File: config.mk
export PLATFORM = sky130hd
export DESIGN_NAME = mips_debug_sequencer
export DESIGN_NICKNAME = d
export VERILOG_FILES = /design/src/rtl/mips_debug_sequencer.sv
export SDC_FILE = /design/constraint.sdc
export NUM_CORES = 1
export LEC_CHECK = 0
export CORE_UTILIZATION = 56
export CTS_CLUSTER_DIAMETER = 40
export DETAILED_ROUTE_END_ITERATION = 16
export PLACE_DENSITY = 0.86
export SLEW_MARGIN = 40
export SYNTH_ARGS = -nofsm -noshare
export SYNTH_HDL_FRONTEND = slang
export SYNTH_SLANG_ARGS = --single-unit
File: constraint.sdc
create_clock -name i_clk -period 8.7 [get_ports i_clk]
set_input_delay 0.87 -clock i_clk [delete_from_list [all_inputs] [get_ports i_clk]]
set_output_delay 0.87 -clock i_clk [all_outputs]
set_load 0.01 [all_outputs]
File: src/rtl/mips_debug_sequencer.sv
// Host-driven debug controller for top_mips: program load, run/step/reset control,
// and a streamed dump of PC, cycle count and the register file.
module mips_debug_sequencer #(
  parameter int NB_DATA    = 32,
  parameter int NB_ADDR    = 32,
  parameter int NB_REG     = 5,
  parameter int N_REGS     = 32,
  parameter int IMEM_DEPTH = 256,
  parameter int RST_CYCLES = 4
) (
  input  logic               i_clk,
  input  logic               i_reset,
  input  logic               i_rx_valid,
  input  logic [NB_DATA-1:0] i_rx_data,
  output logic               o_rx_ready,
  output logic               o_imem_write,
  output logic [NB_ADDR-1:0] o_imem_addr,
  output logic [NB_DATA-1:0] o_imem_data,
  output logic               o_cpu_enable,
  output logic               o_cpu_reset,
  input  logic               i_halt,
  input  logic [NB_ADDR-1:0] i_pc,
  output logic [NB_REG-1:0]  o_rf_addr,
  input  logic [NB_DATA-1:0] i_rf_data,
  output logic               o_dump_valid,
  output logic [NB_DATA-1:0] o_dump_data,
  output logic               o_dump_last,
  input  logic               i_dump_ready,
  output logic               o_error
);

  typedef enum logic [2:0] {IDLE, LOAD_LEN, LOAD_WORDS, RUN, STEP, DUMP, CPU_RST} state_t;

  localparam int IDX_W = $clog2(N_REGS + 2);
  localparam int RST_W = (RST_CYCLES > 1) ? $clog2(RST_CYCLES) : 1;
  localparam logic [IDX_W-1:0]   LAST_IDX = IDX_W'(N_REGS + 1);
  localparam logic [RST_W-1:0]   RST_LAST = RST_W'(RST_CYCLES - 1);
  localparam logic [NB_DATA-1:0] MAX_LEN  = NB_DATA'(IMEM_DEPTH);

  state_t             state_reg, state_next;
  logic [NB_DATA-1:0] word_cnt_reg, word_cnt_next;
  logic [NB_DATA-1:0] len_reg, len_next;
  logic [31:0]        cycle_cnt_reg, cycle_cnt_next, cycle_inc;
  logic [RST_W-1:0]   rst_cnt_reg, rst_cnt_next;
  logic [IDX_W-1:0]   beat_idx_reg, beat_idx_next;
  logic [1:0]         rf_wait_reg, rf_wait_next;
  logic               rx_ready_reg, rx_ready_next;
  logic               imem_write_reg, imem_write_next;
  logic [NB_ADDR-1:0] imem_addr_reg, imem_addr_next;
  logic [NB_DATA-1:0] imem_data_reg, imem_data_next;
  logic               cpu_enable_reg, cpu_enable_next;
  logic               cpu_reset_reg, cpu_reset_next;
  logic [NB_REG-1:0]  rf_addr_reg, rf_addr_next;
  logic               dump_valid_reg, dump_valid_next;
  logic [NB_DATA-1:0] dump_data_reg, dump_data_next;
  logic               dump_last_reg, dump_last_next;
  logic               error_reg, error_next;

  logic rx_fire, dump_fire;
  assign rx_fire   = i_rx_valid && rx_ready_reg;
  assign dump_fire = dump_valid_reg && i_dump_ready;
  assign cycle_inc = (cycle_cnt_reg == '1) ? cycle_cnt_reg : cycle_cnt_reg + 32'd1;

  always_comb begin
    state_next      = state_reg;
    word_cnt_next   = word_cnt_reg;
    len_next        = len_reg;
    cycle_cnt_next  = cycle_cnt_reg;
    rst_cnt_next    = rst_cnt_reg;
    beat_idx_next   = beat_idx_reg;
    rf_wait_next    = rf_wait_reg;
    imem_write_next = 1'b0;
    imem_addr_next  = imem_addr_reg;
    imem_data_next  = imem_data_reg;
    rf_addr_next    = rf_addr_reg;
    dump_valid_next = dump_valid_reg;
    dump_data_next  = dump_data_reg;
    dump_last_next  = dump_last_reg;
    error_next      = 1'b0;

    case (state_reg)
      IDLE: if (rx_fire) begin
        case (i_rx_data[7:0])
          8'h01: state_next = LOAD_LEN;
          8'h02: begin state_next = RUN; cycle_cnt_next = '0; end
          8'h03: state_next = STEP;
          8'h04: state_next = DUMP;
          8'h05: begin state_next = CPU_RST; rst_cnt_next = '0; cycle_cnt_next = '0; end
          default: error_next = 1'b1;
        endcase
      end
      LOAD_LEN: if (rx_fire) begin
        if (i_rx_data == '0 || i_rx_data > MAX_LEN) begin
          error_next = 1'b1;
          state_next = IDLE;
        end else begin
          len_next      = i_rx_data;
          word_cnt_next = '0;
          state_next    = LOAD_WORDS;
        end
      end
      LOAD_WORDS: if (rx_fire) begin
        imem_write_next = 1'b1;
        imem_addr_next  = NB_ADDR'(word_cnt_reg);
        imem_data_next  = i_rx_data;
        word_cnt_next   = word_cnt_reg + NB_DATA'(1);
        if (word_cnt_reg == len_reg - NB_DATA'(1)) state_next = IDLE;
      end
      RUN: begin
        cycle_cnt_next = cycle_inc;
        if (i_halt) state_next = DUMP;
      end
      STEP: begin
        cycle_cnt_next = cycle_inc;
        state_next     = DUMP;
      end
      DUMP: begin
        // Register beats: address out, one cycle for the read, then capture.
        if (rf_wait_reg == 2'd2) begin
          rf_wait_next = 2'd1;
        end else if (rf_wait_reg == 2'd1) begin
          rf_wait_next    = 2'd0;
          dump_valid_next = 1'b1;
          dump_data_next  = i_rf_data;
          dump_last_next  = (beat_idx_reg == LAST_IDX);
        end else if (dump_fire) begin
          if (dump_last_reg) begin
            dump_valid_next = 1'b0;
            dump_last_next  = 1'b0;
            state_next      = IDLE;
          end else if (beat_idx_reg == '0) begin
            dump_data_next = NB_DATA'(cycle_cnt_reg);
            beat_idx_next  = IDX_W'(1);
          end else begin
            dump_valid_next = 1'b0;
            rf_addr_next    = NB_REG'(beat_idx_reg - IDX_W'(1));
            rf_wait_next    = 2'd2;
            beat_idx_next   = beat_idx_reg + IDX_W'(1);
          end
        end
      end
      CPU_RST: begin
        if (rst_cnt_reg == RST_LAST) state_next = IDLE;
        else rst_cnt_next = rst_cnt_reg + RST_W'(1);
      end
      default: state_next = IDLE;
    endcase

    // Entering DUMP presents the PC beat straight away.
    if (state_next == DUMP && state_reg != DUMP) begin
      dump_valid_next = 1'b1;
      dump_data_next  = NB_DATA'(i_pc);
      dump_last_next  = 1'b0;
      beat_idx_next   = '0;
      rf_wait_next    = 2'd0;
    end

    rx_ready_next   = (state_next == IDLE) || (state_next == LOAD_LEN) || (state_next == LOAD_WORDS);
    cpu_enable_next = (state_next == RUN) || (state_next == STEP);
    cpu_reset_next  = (state_next == CPU_RST);
  end

  always_ff @(posedge i_clk) begin
    if (i_reset) begin
      state_reg      <= IDLE;
      word_cnt_reg   <= '0;
      len_reg        <= '0;
      cycle_cnt_reg  <= '0;
      rst_cnt_reg    <= '0;
      beat_idx_reg   <= '0;
      rf_wait_reg    <= '0;
      rx_ready_reg   <= 1'b0;
      imem_write_reg <= 1'b0;
      imem_addr_reg  <= '0;
      imem_data_reg  <= '0;
      cpu_enable_reg <= 1'b0;
      cpu_reset_reg  <= 1'b0;
      rf_addr_reg    <= '0;
      dump_valid_reg <= 1'b0;
      dump_data_reg  <= '0;
      dump_last_reg  <= 1'b0;
      error_reg      <= 1'b0;
    end else begin
      state_reg      <= state_next;
      word_cnt_reg   <= word_cnt_next;
      len_reg        <= len_next;
      cycle_cnt_reg  <= cycle_cnt_next;
      rst_cnt_reg    <= rst_cnt_next;
      beat_idx_reg   <= beat_idx_next;
      rf_wait_reg    <= rf_wait_next;
      rx_ready_reg   <= rx_ready_next;
      imem_write_reg <= imem_write_next;
      imem_addr_reg  <= imem_addr_next;
      imem_data_reg  <= imem_data_next;
      cpu_enable_reg <= cpu_enable_next;
      cpu_reset_reg  <= cpu_reset_next;
      rf_addr_reg    <= rf_addr_next;
      dump_valid_reg <= dump_valid_next;
      dump_data_reg  <= dump_data_next;
      dump_last_reg  <= dump_last_next;
      error_reg      <= error_next;
    end
  end

  assign o_rx_ready   = rx_ready_reg;
  assign o_imem_write = imem_write_reg;
  assign o_imem_addr  = imem_addr_reg;
  assign o_imem_data  = imem_data_reg;
  assign o_cpu_enable = cpu_enable_reg;
  assign o_cpu_reset  = cpu_reset_reg;
  assign o_rf_addr    = rf_addr_reg;
  assign o_dump_valid = dump_valid_reg;
  assign o_dump_data  = dump_data_reg;
  assign o_dump_last  = dump_last_reg;
  assign o_error      = error_reg;

endmodule

After elaboration in Yosys (flattened, before gate mapping)
Index checks and enable logic that the tools add are counted.
{ "word_totals": {"regBits": 217, "latchBits": 0, "ram_bits": 0, "rom_bits": 0, "n_memories": 0} }
{ "op_classes": {"n_addsub": 6, "mul": 0, "div_mod_pow": 0, "n_lt_le_gt_ge": 1, "eq_ne": 37, "shift": 0, "n_mux": 53, "bitwise_logic": 6, "n_reduce_logical": 35} }
{ "ops": {"columns": ["cell", "count"], "rows": [
  ["two-way mux 32 bit", 13],
  ["case mux 32 bit (2 select lines)", 2],
  ["adder 32 x 1 -> 32 bit, second input constant", 2],
  ["equality test 32 bit", 1],
  ["equality test 32 bit, second input constant", 1],
  ["> comparator 32 x 9 -> 1 bit, second input constant", 1],
  ["logical NOT 32 bit", 1],
  ["subtractor 32 x 1 -> 32 bit, second input constant", 1],
  ["two-way mux 3 bit", 10],
  ["case mux 3 bit (7 select lines)", 1],
  ["AND reduction 4 bit", 5],
  ["equality test 3 bit, second input constant", 6],
  ["two-way mux 2 bit", 9],
  ["equality test 8 x 2 -> 1 bit, second input constant", 2],
  ["equality test 8 x 3 -> 1 bit, second input constant", 2],
  ["case mux 3 bit (5 select lines)", 1],
  ["two-way mux 1 bit", 14],
  ["inequality test 2 bit, second input constant", 7],
  ["equality test 3 x 2 -> 1 bit, second input constant", 4],
  ["AND reduction 5 bit", 2],
  ["nonzero test 2 bit", 5],
  ["nonzero test 3 bit", 3],
  ["equality test 8 x 1 -> 1 bit, second input constant", 1],
  ["OR reduction 2 bit", 4],
  ["23 further kinds", 40]
]} }

Logic depth before layout (Yosys ltp)
Gate-level depths: netlist of run 1.
{ "logic_depth": {"depth_word": 9, "depth_mapped": 11} }

Worst setup path after synthesis of run 1
Ideal clock, no wire load.
{ "synth_timing": {"kind": "input to register", "start": "in i_rx_data[4]", "end": "reg cpu_enable_reg (netlist: o_cpu_enable)", "t_arrival_ns": 3.387, "required_time_ns": 8.628, "setup_slack_ns": 5.241, "stages": 8, "n_path_buf": 0, "cell_sequence": "or4_1 -> or4_1 -> and4_1 -> a221oi_1 -> nand4_1 -> or4b_1 -> o21bai_2 -> mux2i_1"} }
{ "synth_between": {"elab_chain_len": 7, "word_cells_on_any_way": 16} }
{ "synth_lines": {"columns": ["item", "line", "text"], "rows": [
  ["start: declaration", "14", "input logic [NB_DATA-1:0] i_rx_data,"],
  ["> comparator 32 x 9 -> 1 bit or logical NOT 32 bit (tied branches)", "93", "if (i_rx_data == '0 || i_rx_data > MAX_LEN) begin"],
  ["logical OR 1 bit", "93", null],
  ["two-way mux 2 bit", "93", null],
  ["two-way mux 3 bit", "92", "LOAD_LEN: if (rx_fire) begin"],
  ["case mux 3 bit (7 select lines) *", "81", "case (state_reg)"],
  ["equality test 3 x 2 -> 1 bit or equality test 3 bit (tied branches)", "159", "cpu_enable_next = (state_next == RUN) || (state_next == STEP);"],
  ["logical OR 1 bit *", "159", null],
  ["end signal: assignment", "195", "cpu_enable_reg <= cpu_enable_next;"],
  ["end: declaration", "51", "logic cpu_enable_reg, cpu_enable_next;"]
]} }
Every way passes the cells marked *; elsewhere a longest branch is shown, timed or not.
A chain may end at the register's enable or synchronous reset.

Worst setup path in the final report of run 1
{ "layout_timing": {"start": "in i_rx_data[4]", "end": "reg word_cnt_reg[15]"} }
{ "layout_between": {"elab_chain_len": 4, "word_cells_on_any_way": 5} }
{ "layout_lines": {"columns": ["item", "line", "text"], "rows": [
  ["> comparator 32 x 9 -> 1 bit or logical NOT 32 bit (tied branches)", "93", null],
  ["logical OR 1 bit *", "93", null],
  ["inequality test 2 bit (no source line) *", null, null],
  ["AND reduction 4 bit (no source line) *", null, null],
  ["end signal: assignment", "185", "word_cnt_reg <= word_cnt_next;"],
  ["end: declaration", "41", "logic [NB_DATA-1:0] word_cnt_reg, word_cnt_next;"]
]} }
Marked as above.

==> results of run 1 <==
## layer usage
metal	track usage, %	vias up
li1	-	4801
met1	34.8	4639
met2	49.6	348
met3	5.96	78
met4	11.7	0
met5	0	-
## power by group through the flow
| stage | clock network (mW) | registers (mW) | logic [mW] |
|---|---|---|---|
| after floorplan | 0 | 1.02 | 0.0198 |
| after global placement | 0 | 1.02 | 0.0751 |
| after detailed placement | 0 | 1.02 | 0.0760 |
| after CTS | 1.37 | 0.996 | 0.0766 |
| after global routing | 1.42 | 0.995 | 0.0817 |
| final | 1.36 | 0.996 | 0.0768 |
## placed cells by master (no fill, tap or decap), types with 4 or more instances in the layout
master and n:
o21ai_0 31, o22ai_1 4, o2111ai_1 4, clkdlybuf4s50_1 207, nand2_1 255, and4_1 11, xor2_1 52, or4_1 8
nor3b_1 4, mux2i_1 38, clkbuf_16 37, or3_1 16, and2_1 28, nor4_1 17, and3_1 18, clkinv_2 6
inv_6 6, o211ai_1 34, nor3_1 24, a31oi_1 4, nor2_1 105, a21oi_1 137, ha_1 9, xnor2_1 39
nand2b_1 13, buf_4 6, inv_1 15, nor2b_1 8, dfxtp_1 217, nand4_1 25, nand3_1 36
## logic make-up (layout without fill, tap and decap cells)
group | Yosys count | after routing | share of synthesized area (%)
adder cells (fa/ha/maj) | 10 | 10 | 1.22
multiplexers | 39 | 39 | 3.81
XOR/XNOR | 91 | 91 | 7.76
flip-flops | 217 | 217 | 42.3
AO/OA/AOI/OAI | 243 | 243 | 13.9
buffers and inverters | 97 | 291 | 3.76
AND/OR/NAND/NOR | 591 | 591 | 27.2
## critical path, stage by stage
cell	delay [ns]
clkdlybuf4s50_1	0.46
or4_1	0.64
o31ai_1	0.38
nand4_1	0.58
a21oi_1	0.64
nor2b_1	0.36
nor2_1	0.11
o21ai_0	0.16
o21ai_0	0.12
## stage by stage
stage	power, mW	instances
after CTS	2.44	1711
after global routing	2.50	1711
final	2.43	1711
after floorplan	1.04	1288
after detailed placement	1.09	1648
after global placement	1.09	1648
## cell type report
class                      instances  area (µm²)
clock inverter                    20         179
inverter                          15        56.3
multi-input combinational        974        5600
tap                              229         287
clock buffer                      43         978
fill                            1287        4400
timing repair buffer             213        2120
sequential                       217        4340
## final timing paths
path | start | cells past startpoint | to
worst min register to register | o_imem_addr[23] | 2 | o_imem_addr[23]
worst min-delay path | o_imem_addr[23] | 2 | o_imem_addr[23]
worst max register to register | state_reg[1] | 8 | word_cnt_reg[15]
worst max-delay path | i_rx_data[4] | 9 | word_cnt_reg[15]
==> key figures, run 1 <==
Global routing
  – Initial antenna violation count: 0
  – Vias in the first global route: 9164
  – First-pass GRT wire length: 43800 µm
  – Grt total ovfl: 0
  – Largest net degree at the start of global routing: 71
  – Overall Global Routing Usage: 28.8%

Pwr
  – Clock power frac: 55.8%
  – Switching Fraction: 22.4%
  – Internal Power: 1.89 mW
  – Sequential share of power: 41.0%
  – Max IR drop VDD: 0.162 mV
  – Leakage: 4.66 nW
  – Net Switching: 543 µW
  – Logic pwr share: 3.2%
  – PD cells: 179 nW/µm²

Timing
  – Post-route setup TNS: 0 ns
  – Achievable frequency: 0.252 GHz
  – Final Hold Vio Count: 0
  – Clk_skew: 0.0149 ns
  – Period utilization: 45.5%
  – Setup ws final: 4.74 ns
  – Slew Viols, Final: 0
  – Final setup fails: 0
  – RSZ-0062 raised after global routing: no
  – Relative slew slack: 49.4%
  – Worst-Margin Slew: 0.759 ns
  – Final hold slack: 0.452 ns
  – Crit path time final: 3.96 ns

Synthesis
  – Cell Area, Synth: 10300 µm²
  – Number of library cell types mapped by synthesis: 58
  – Cell with the most instances after synthesis: nand2_1
  – Synth top area cells: dfxtp_1 42%, nand2_1 9.3%, a21oi_1 6.7%
  – Ys flop type: dfxtp_1
  – Number of synthesized register bits: 217
  – Most frequent cells after synthesis: 255 x nand2_1, 217 x dfxtp_1, 137 x a21oi_1, 107 x nor2_1, 72 x clkbuf_1
  – EDFF count, synth: 0
  – Sequential area share after synthesis: 42.3%
  – Ys async rst share: 0%
  – Area share of the leading cell type in the synthesized netlist: 42.3%
  – Yosys top cell by area: dfxtp_1
  – Post-Syn Nets: 1399
  – Syn. warnings: 0
  – Syn avg cell area: 7.98 µm²
  – Post-synthesis instance total: 1288

Setup path
  – Crit path required time: 9.07 ns
  – Critical Path Sink Type: flip-flop
  – Startpoint Class: primary input
  – Critical Path AT: 4.33 ns
  – Kind of critical path: primary input to flip-flop
  – Setup slack, reg-to-reg: 5.32 ns
  – Crit Path Max Fanout: 14

CTS
  – Clock transition at path regs: 0.06 ns
  – Post-CTS setup buffer count: 0
  – Max clock buf depth: 3
  – Post_cts resized: 0
  – Total CTS buffers: 35
  – Clock sinks: 217
  – Worst-Skew Late Latency: 0.50 ns
  – CTS tree: done
  – H-tree lvl count: 2
  – Clk root buf: clkbuf_16
  – Hold_buf cts: 0

Cells and area
  – Ant diodes: 0
  – Area grow syn2layout: 32.0%
  – Nets@finish: 1567
  – Post-route cell area: 13600 µm²
  – Post-layout util: 75.5%
  – Share of cells above drive strength 1: 5.67%

Floorplan
  – # rows: 49
  – # IOs: 209
  – Die Area: 18900 µm²
  – Initial core utilization: 57.2%
  – Die Ht: 137 µm
  – Die W: 137 µm
  – Core ar.: 18000 µm²

Detailed routing
  – Wl on met1: 11400 µm
  – First-pass iteration count of the detailed router: 5
  – WL met3: 1690 µm
  – Post-route ant nets: 0
  – DR top layer: met4
  – Violation count after the first detailed-routing iteration: 657
  – Via density: 5.77
  – Met2 WL: 13600 µm
  – Final wirelength: 27600 µm
  – Post-route DRC: 0
  – Vias post-DR: 9866
  – Wire length per cell: 16.1 µm

Placed design
  – Placed Area: 12400 µm²
  – I/O Buffers: 208
  – Pre-CTS setup slack: 4.34 ns
  – Gpl congestion: 0.882
  – Detailed Place HPWL: 18700 µm

Outcome
  – Outcome: finished, final reports clean

Hold path
  – Worst min path class: flip-flop to flip-flop

Flow run
  – MaxCap Viol Count: 0
(Power assumes the default switching activity.)
==> run 2, diff against run 1 <==
--- a/config.mk
+++ b/config.mk
@@ -5,10 +5,10 @@
 export SDC_FILE = /design/constraint.sdc
 export NUM_CORES = 1
 export LEC_CHECK = 0
-export CORE_UTILIZATION = 56
+export CORE_UTILIZATION = 47
 export CTS_CLUSTER_DIAMETER = 40
 export DETAILED_ROUTE_END_ITERATION = 16
-export PLACE_DENSITY = 0.86
+export PLACE_DENSITY = 0.77
 export SLEW_MARGIN = 40
 export SYNTH_ARGS = -nofsm -noshare
 export SYNTH_HDL_FRONTEND = slang
==> constraint.sdc (replaced) <==
create_clock -name i_clk -period 3.3 [get_ports i_clk]
set_input_delay 0.33 -clock i_clk [delete_from_list [all_inputs] [get_ports i_clk]]
set_output_delay 0.33 -clock i_clk [all_outputs]
set_load 0.01 [all_outputs]
==> run 2 against run 1 <==
Net effect: via count up 0.24%; routed wire length is 3.9% higher; final cell count rose by 6.0%; highest routed layer is now met5; critical path depth down 1; critical endpoint is now o_cpu_enable; sequential cell count is the same; non-clock buffer count up 51; count of clock-buffer cells in the layout up 1; setup slack got worse by 4.5 ns; hold slack got worse by 0.19 ns; sequential share of layout area shrank 1.3 points; global-route usage shrank 3.6 points; combinational power grew to 2.9 times the previous value.
==> key figures, run 2 (synthesized netlist as in run 1, its figures left out) <==
Timing
  – Worst-Margin Slew: 0.701 ns
  – RSZ-0062 raised after global routing: no
  – Clk_skew: 0.0173 ns
  – Achievable frequency: 0.322 GHz
  – Final Hold Vio Count: 0
  – Period utilization: 94.1%
  – Post-route setup TNS: 0 ns
  – Slew Viols, Final: 0
  – Relative slew slack: 53.3%
  – Crit path time final: 3.10 ns
  – Final setup fails: 0

CTS
  – Post-CTS setup buffer count: 0
  – CTS tree: done
  – Worst-Skew Late Latency: 0.51 ns
  – Hold_buf cts: 0
  – H-tree lvl count: 2
  – Post_cts resized: 0
  – Total CTS buffers: 37
  – Clock transition at path regs: 0.05 ns
  – Max clock buf depth: 3
  – Clk root buf: clkbuf_16
  – Clock sinks: 217

Global routing
  – First-pass GRT wire length: 45700 µm
  – Initial antenna violation count: 2
  – Grt total ovfl: 0
  – Vias in the first global route: 9338
  – Largest net degree at the start of global routing: 66
  – Overall Global Routing Usage: 25.2%

Floorplan
  – Die W: 150 µm
  – Initial core utilization: 48.4%
  – Die Area: 22500 µm²
  – # IOs: 209
  – # rows: 53
  – Core ar.: 21200 µm²
  – Die Ht: 150 µm

Setup path
  – CP startpoint: len_reg[3]
  – Critical Path Sink Type: flip-flop
  – Reg2Reg Depth: 8
  – Kind of critical path: flip-flop to flip-flop
  – Setup slack, reg-to-reg: 0.20 ns
  – Crit path required time: 3.73 ns
  – Startpoint Class: flip-flop
  – Critical Path AT: 3.54 ns
  – Crit Path Max Fanout: 8
  – Worst r2r src: len_reg[3]

Cells and area
  – Area grow syn2layout: 37.6%
  – Commonest cells after routing, fill and taps aside: 255 x nand2_1, 217 x dfxtp_1, 207 x clkdlybuf4s50_1, 137 x a21oi_1, 106 x nor2_1
  – Final std cells w/o fill: 1814
  – Nets@finish: 1620
  – Commonest non-fill, non-tap cell in the layout: nand2_1
  – Share of cells above drive strength 1: 8.71%
  – Layout fillers: 1732

Hold path
  – Worst hold start: i_reset
  – Hold path depth: 2
  – Worst min path class: primary input to flip-flop

Detailed routing
  – First-pass iteration count of the detailed router: 4
  – Wl on met1: 12400 µm
  – Via density: 5.45
  – Met2 WL: 13800 µm
  – Wire length per cell: 15.8 µm
  – DR top layer: met5
  – Violation count after the first detailed-routing iteration: 670
  – WL met3: 1750 µm
  – Post-route ant nets: 0
  – Final wirelength: 28700 µm
  – Vias post-DR: 9890
  – Post-route DRC: 0

Placed design
  – Placed Cells incl. Taps: 1745
  – Gpl congestion: 0.893
  – Detailed Place HPWL: 19900 µm
  – I/O Buffers: 208

Pwr
  – PD cells: 475 nW/µm²
  – Max IR drop VDD: 0.268 mV
  – Leakage: 4.96 nW

Flow run
  – MaxCap Viol Count: 0

Outcome
  – Outcome: finished, final reports clean
## run 2: cell types whose count changed in the layout (fill, tap and decap cells not counted), sizes merged
cell | previous run | this run
inv | 24 | 21
bufinv | 1 | 3
clkbuf | 43 | 44
buf | 6 | 57
diode | 0 | 1
clkinvlp | 2 | 7
## run 2: layout make-up
class / instances / area [µm²] / area share (%)
diodes: 1 / 2.50 / 0.0177
clock buffers: 44 / 995 / 7.04
clock inverters: 24 / 284 / 2.01
inverters: 15 / 56.3 / 0.398
multi-input cells: 974 / 5570 / 39.4
flip-flops and latches: 217 / 4340 / 30.7
well taps: 275 / 344 / 2.43
repair buffers: 264 / 2540 / 18.0
## run 2: path summary, 6_finish.rpt
check / to
hold / removal: state_reg[1]
hold reg to reg: o_imem_data[27]
setup / recovery: o_cpu_enable
setup reg to reg: o_cpu_enable
## run 2: routing by layer
layer,global-route usage [%],vias to the layer above
li1,-,4911
met1,31.3,4633
met2,42.3,284
met3,6.10,60
met4,9.04,2
met5,0,-
## run 2: critical path: stages, from the launching register on
cell	delay, ns
dfxtp_1	0.31
or4_4	0.60
or4_4	0.59
nor4_2	0.26
xnor2_1	0.18
o2111ai_1	0.16
or4b_1	0.54
o21bai_2	0.20
mux2i_1	0.19
## run 2: metrics by stage
| step | hold slack (ns) | total power [mW] | utilization, % | setup slack, ns | area [µm²] |
|---|---|---|---|---|---|
| floorplan | 0.451 | 2.73 | - | 0.137 | 10300 |
| finish | 0.265 | 6.72 | 66.6 | 0.196 | 14100 |
| global route | 0.279 | 6.93 | 66.6 | 0.0106 | 14100 |
| CTS | 0.255 | 6.76 | 66.6 | 0.143 | 14100 |
| global placement | 0.441 | 2.90 | 60.5 | -0.163 | 12800 |
| detailed placement | 0.446 | 2.90 | 60.5 | -0.219 | 12800 |
## run 2: where the power goes
group / total (mW) / internal, mW / switching, mW / leakage, nW
registers: 2.63 / 2.62 / 0.00146 / 1.75
logic: 0.219 / 0.130 / 0.0882 / 2.61
clock network: 3.88 / 2.45 / 1.42 / 0.602
total: 6.72 / 5.21 / 1.51 / 4.96
